--- config.mk ---
export PLATFORM = sky130hd
export DESIGN_NAME = nco_voice_scheduler
export DESIGN_NICKNAME = d
export VERILOG_FILES = /design/src/rtl/nco_voice_scheduler.sv
export SDC_FILE = /design/constraint.sdc
export NUM_CORES = 1
export LEC_CHECK = 0
export BUFFER_PORTS_ARGS = -buffer_cell sky130_fd_sc_hd__buf_2
export CAP_MARGIN = 5
export CORE_UTILIZATION = 40
export DETAILED_ROUTE_END_ITERATION = 10
export PLACE_DENSITY = 0.63
export SYNTH_ARGS = -nofsm -noshare
export SYNTH_HDL_FRONTEND = slang
export SYNTH_SLANG_ARGS = --single-unit
--- constraint.sdc ---
create_clock -name sCLK_XVXENVS -period 4.6 [get_ports sCLK_XVXENVS]
set_clock_uncertainty 0.15 [all_clocks]
set_input_delay 0.46 -clock sCLK_XVXENVS [delete_from_list [all_inputs] [get_ports sCLK_XVXENVS]]
set_output_delay 0.46 -clock sCLK_XVXENVS [all_outputs]
set_load 0.03 [all_outputs]
--- src/rtl/nco_voice_scheduler.sv ---
// Slot sequencer for the time-multiplexed NCO: walks (vx,ox) and turns queued
// phase-reset requests into whole-pass accumulator-zero flags for each voice.
module nco_voice_scheduler #(
  parameter int VOICES  = 8,
  parameter int V_OSC   = 4,
  parameter int V_WIDTH = 3,
  parameter int O_WIDTH = 2,
  parameter int V_ENVS  = 8
) (
  input  logic               sCLK_XVXENVS,
  input  logic               reset_reg_N,
  input  logic               run,
  input  logic               req_valid,
  input  logic [V_WIDTH-1:0] req_voice,
  input  logic [V_OSC-1:0]   req_osc_mask,
  output logic               req_ready,
  output logic [V_WIDTH-1:0] vx,
  output logic [O_WIDTH-1:0] ox,
  output logic [V_ENVS-1:0]  osc_accum_zero,
  output logic               frame_sync,
  output logic               pending_any
);

  logic [V_OSC-1:0]   pending [VOICES];
  logic [V_OSC-1:0]   active_mask;
  logic               accept;
  logic               last_osc;
  logic               entering;
  logic [V_WIDTH-1:0] vx_next;

  assign accept   = req_valid & req_ready & run;
  assign last_osc = (ox == O_WIDTH'(V_OSC - 1));
  assign entering = run & last_osc;
  assign vx_next  = vx + V_WIDTH'(1);

  // Slot counter, frame marker and the mask latched for the voice pass in progress.
  always_ff @(posedge sCLK_XVXENVS or negedge reset_reg_N) begin
    if (!reset_reg_N) begin
      vx          <= '0;
      ox          <= '0;
      frame_sync  <= 1'b0;
      active_mask <= '0;
      req_ready   <= 1'b0;
    end else begin
      req_ready <= 1'b1;
      if (run) begin
        ox         <= ox + O_WIDTH'(1);
        frame_sync <= last_osc && (vx == V_WIDTH'(VOICES - 1));
        if (last_osc) begin
          vx          <= vx_next;
          active_mask <= pending[vx_next];
        end
      end
    end
  end

  // A request landing on the entry edge of its own voice replaces the handed-off
  // bits, so it waits a full frame instead of being applied to a partial pass.
  always_ff @(posedge sCLK_XVXENVS or negedge reset_reg_N) begin
    if (!reset_reg_N) begin
      for (int v = 0; v < VOICES; v++) pending[v] <= '0;
    end else begin
      for (int v = 0; v < VOICES; v++) begin
        if (entering && (vx_next == V_WIDTH'(v))) begin
          if (accept && (req_voice == V_WIDTH'(v)))
            pending[v] <= req_osc_mask;
          else
            pending[v] <= '0;
        end else if (accept && (req_voice == V_WIDTH'(v))) begin
          pending[v] <= pending[v] | req_osc_mask;
        end
      end
    end
  end

  always_comb begin
    pending_any = 1'b0;
    for (int v = 0; v < VOICES; v++) pending_any = pending_any | (|pending[v]);
  end

  // Datapath reads bit {ox,0}, so flags sit on even bits only.
  always_comb begin
    osc_accum_zero = '0;
    for (int o = 0; o < V_OSC; o++) osc_accum_zero[2*o] = active_mask[o];
  end

endmodule

Word-level counts from Yosys, hierarchy flattened
Cells that the tools add are included.

$add $sub $neg: 2. $lt $le $gt $ge: 1. Eq/ne operators: 16. Mux-type cells: 27. Bitwise logic cells: 19. Reductions and logical operators: 36.

Operator list (number): 4-bit 2-to-1 mux (26); 4-bit bitwise OR (8); 4-bit OR reduction (8); 3-bit equality test (second input constant) (9); 1-bit logical AND (17); 2-bit nonzero test (8); 4-bit binary-select mux with 3-bit select (1); 3-bit by 2-bit equality test with 1-bit output (second input constant) (4); 1-bit bitwise OR (7); 3-bit by 1-bit equality test with 1-bit output (second input constant) (2); 3-bit logical NOT (2); 4-bit >= comparator (second input constant) (1); 3-bit NOT with 4-bit output (1); 3-bit by 1-bit adder with 3-bit output (second input constant) (1); 1-bit AND (3); 2-bit by 1-bit adder with 2-bit output (second input constant) (1); 2-bit equality test (second input constant) (1); 2-bit AND reduction (1).

Register bits: 43. Input port bits: 11. Output and inout bits: 16. Logic and storage cells: 114.

Depth between registers and ports, before layout
Word-level depth: 8. Mapped depth: 7. Depth with buffers taken out: 5.

Worst setup path before layout
No wires, ideal clock.

Path type: register to register. Start point: register vx[0]. End point: register active_mask[3]. Library setup time: 0.129 ns. Arrival time: 1.973 ns. Data required time: 4.321 ns. Slack: 2.348 ns. Cell stages (with the launch flop): 8. Buffers on the path: 2. Clock period less this slack: 2.252 ns. Path through: dfrtp_1 -> buf_6 -> inv_1 -> ha_1 -> buf_6 -> mux4_1 -> mux2i_1 -> o21ai_1.

Word-level cells in the longest chain between the ends: 5.

RTL lines: from (decl) (line 17) `output logic [V_WIDTH-1:0] vx,`; from (signal assigned) (line 50) `vx <= vx_next;`; 3-bit by 1-bit adder with 3-bit output (line 34) `assign vx_next = vx + V_WIDTH'(1);`; named net vx_next[0] (line 29) `logic [V_WIDTH-1:0] vx_next;`; 3-bit NOT with 4-bit output (implied by the code) (line 51) `active_mask <= pending[vx_next];`; 4-bit binary-select mux with 3-bit select (line 51); 4-bit 2-to-1 mux (implied by the code) (2 in a row) (line 51); to (signal assigned) (line 51); to (decl) (line 25) `logic [V_OSC-1:0] active_mask;`.

The timed path passes the listed nets, and every way through them passes these cells. The select of a mux whose other input is x is not followed. A chain may end at the register's enable or synchronous reset.

Worst setup path after layout
Start point: register vx[0]. End point: register active_mask[2].

Same word-level chain as after synthesis.

==> impl_metrics.tcl <==
set metrics [dict create \
    critical_path_required_ns 4.64 \
    fin_crit_ns 2.51 \
    post_cts_buffers 0 \
    area_growth_pct 10.1 \
    io_pins 27 \
    cts-buffers-inserted 5 \
    post-route-period-util 0.545 \
    fp.dieW_um 73.6 \
    yosysWarnings 0 \
    postPlaceCellArea_sq_um 2170 \
    cts_resized 0 \
    core_sq_um 4820 \
    path_buf_inv 1 \
    grt_pass1_wl_um 7680 \
    syn_inst 162 \
    io_buffers 22 \
    first_pass_iters 4 \
    grt_use_met2 0.284 \
    path_clk_slew_ns 0.08 \
    via_count 1434 \
    cts_max_level 2 \
    synth_flop_cell "dfrtp_1" \
    seq_area_frac_synth 0.525 \
    grt.met3_usage 0.0658 \
    wire_per_inst_um 18.7 \
    cp.arrival_ns 2.54 \
    n_antenna_cell 0 \
    async_flop_share 1.00 \
    cp_max_fo 10 \
    finalHoldViolCount 0 \
    drtAntennaViolNets 0 \
    clkLatencyLatePin_ns 0.30 \
    wl_um 4650 \
    grt_util_met1 0.273 \
    rows 25 \
    path_class "reg2reg" \
    r2r_setup_slack_ns 2.09 \
    place.gp.congestion 0.952 \
    cp_cell_sequence "inv_1 > ha_1 > mux4_2 > a22oi_1 > nand2_1" \
    fp.dieArea_sq_um 5420 \
    start_util 0.426 \
    cts-root-buf "clkbuf_8" \
    cp-start-kind "flop" \
    cp-end-kind "flop" \
    finalSetupViolCount 0 \
    clkSinkCount 43 \
    netlist_area_sq_um 2050 \
    viasPerCell 5.76 \
    worstMarginPinSlew_ns 0.899 \
    p_leak_nw 1.06 \
    p_per_area_nw_per_um2 679 \
    max_slew_margin 0.400 \
    drt_iter0_markers 91 \
    critPathSlowestCell "dfrtp_1" \
    status "finished clean" \
    grt-busiest-layer "met2" \
    ir_worst_vdd_uv 327 \
    fin_area_sq_um 2260 \
    rsz0062_at_grt "false" \
    place_hpwl_um 3460 \
    slew_violations 0 \
    cts_tree "done" \
    tns_ns 0 \
    ys_seq_elements 43 \
    nets 199 \
    crit_path_max_incr_delay_ns 0.59 \
    die_y_um 73.6 \
    crit_family "flip-flops" \
    grt_pass1_vias 1443 \
    cts.path.max_buffers 2 \
    max_freq_mhz 399 \
    synth_edf_count 0 \
    drive_above_1_share 0.192 \
    ys_types 30 \
    holdBufCountCts 0 \
    grt_max_degree 44 \
    syn_avg_cell_area_sq_um 12.7 \
    final_common_cell "dfrtp_1" \
    gr-total-overflow 0 \
    min-delay-path-class "in2async" \
    maxCapViolations 0 \
    layout_common_cells "dfrtp_1, a22o_1, buf_2" \
    antenna_found_initial 0 \
    grt_use_total 0.203 \
    drc 0 \
]
## area by class of cell
type,instances,area (sq um)
fill,442,2560
sequential,43,1080
multi-input combinational,106,892
timing repair buffer,22,110
tap,67,83.8
clock buffer,6,72.6
clock inverter,2,12.5
inverter,3,11.3
## registers in the layout, indices dropped and copies added (netlist names)
signal / count
active_mask: 4
req_ready: 1
pending: 32
ox: 2
vx: 3
frame_sync: 1
## stage by stage
stage | hold WS (ns) | worst slack, ns | total power (W) | cells | util
floorplan | 0.0144 | 2.35 | 0.00116 | 165 | -
global placement | 0.312 | 2.26 | 0.00128 | 241 | 0.451
detailed placement | 0.315 | 2.10 | 0.00131 | 241 | 0.451
CTS | 0.174 | 2.08 | 0.00154 | 249 | 0.469
global route | 0.206 | 1.90 | 0.00164 | 249 | 0.469
finish | 0.124 | 2.09 | 0.00153 | 249 | 0.469
## routing by layer
layer,share of wire,up-vias
met2,0.43,70
met5,0,-
met1,0.44,696
li1,-,652
met3,0.085,16
met4,0.040,0
## path summary, 6_finish.rpt
check,end,cells after the start,from
worst max-delay path,active_mask[2]$_DFFE_PN0P_,5,vx[0]$_DFFE_PN0P_
worst min-delay path,active_mask[3]$_DFFE_PN0P_,1,reset_reg_N
worst max register to register,active_mask[2]$_DFFE_PN0P_,5,vx[0]$_DFFE_PN0P_
worst min register to register,active_mask[0]$_DFFE_PN0P_,2,active_mask[0]$_DFFE_PN0P_
max in group asynchronous,active_mask[2]$_DFFE_PN0P_,1,reset_reg_N
min in group sCLK_XVXENVS,ox[0]$_DFFE_PN0P_,2,run
## synthesized netlist by cell type, types with 2 or more instances
library cell | number | share of area
dfrtp_1 | 43 | 0.52
mux2i_1 | 2 | 0.0098
mux4_2 | 3 | 0.033
nand2b_1 | 2 | 0.0061
buf_1 | 4 | 0.0073
a22oi_1 | 2 | 0.0073
nor4_1 | 8 | 0.024
mux4_1 | 5 | 0.064
nor2_1 | 6 | 0.011
buf_4 | 4 | 0.015
ha_1 | 7 | 0.043
o21ai_0 | 2 | 0.0049
a22o_1 | 32 | 0.14
buf_6 | 2 | 0.011
mux2_2 | 2 | 0.011
nand2_1 | 16 | 0.029
buf_2 | 3 | 0.0073
nor3_1 | 2 | 0.0049
conb_1 | 2 | 0.0037
nand4_1 | 3 | 0.0092
inv_1 | 3 | 0.0055
## where the power goes
| group | switching [W] | internal [W] | total (W) | leakage [nW] |
|---|---|---|---|---|
| combinational | 0.000291 | 0.000323 | 0.000615 | 0.466 |
| clock | 0.000128 | 0.000106 | 0.000234 | 0.0412 |
| sequential | 0.000156 | 0.000530 | 0.000685 | 0.553 |
| total | 0.000575 | 0.000959 | 0.00153 | 1.06 |
## cells by family after synthesis
logic type,after synthesis,share of synthesized area
compound gates,38,0.155
xor+xnor,2,0.00854
fa+ha+maj,7,0.0427
buf+inv,16,0.0458
flops,43,0.525
mux,12,0.118
other cells,2,0.00366
simple gates,42,0.102
(Power assumes the default switching activity.)
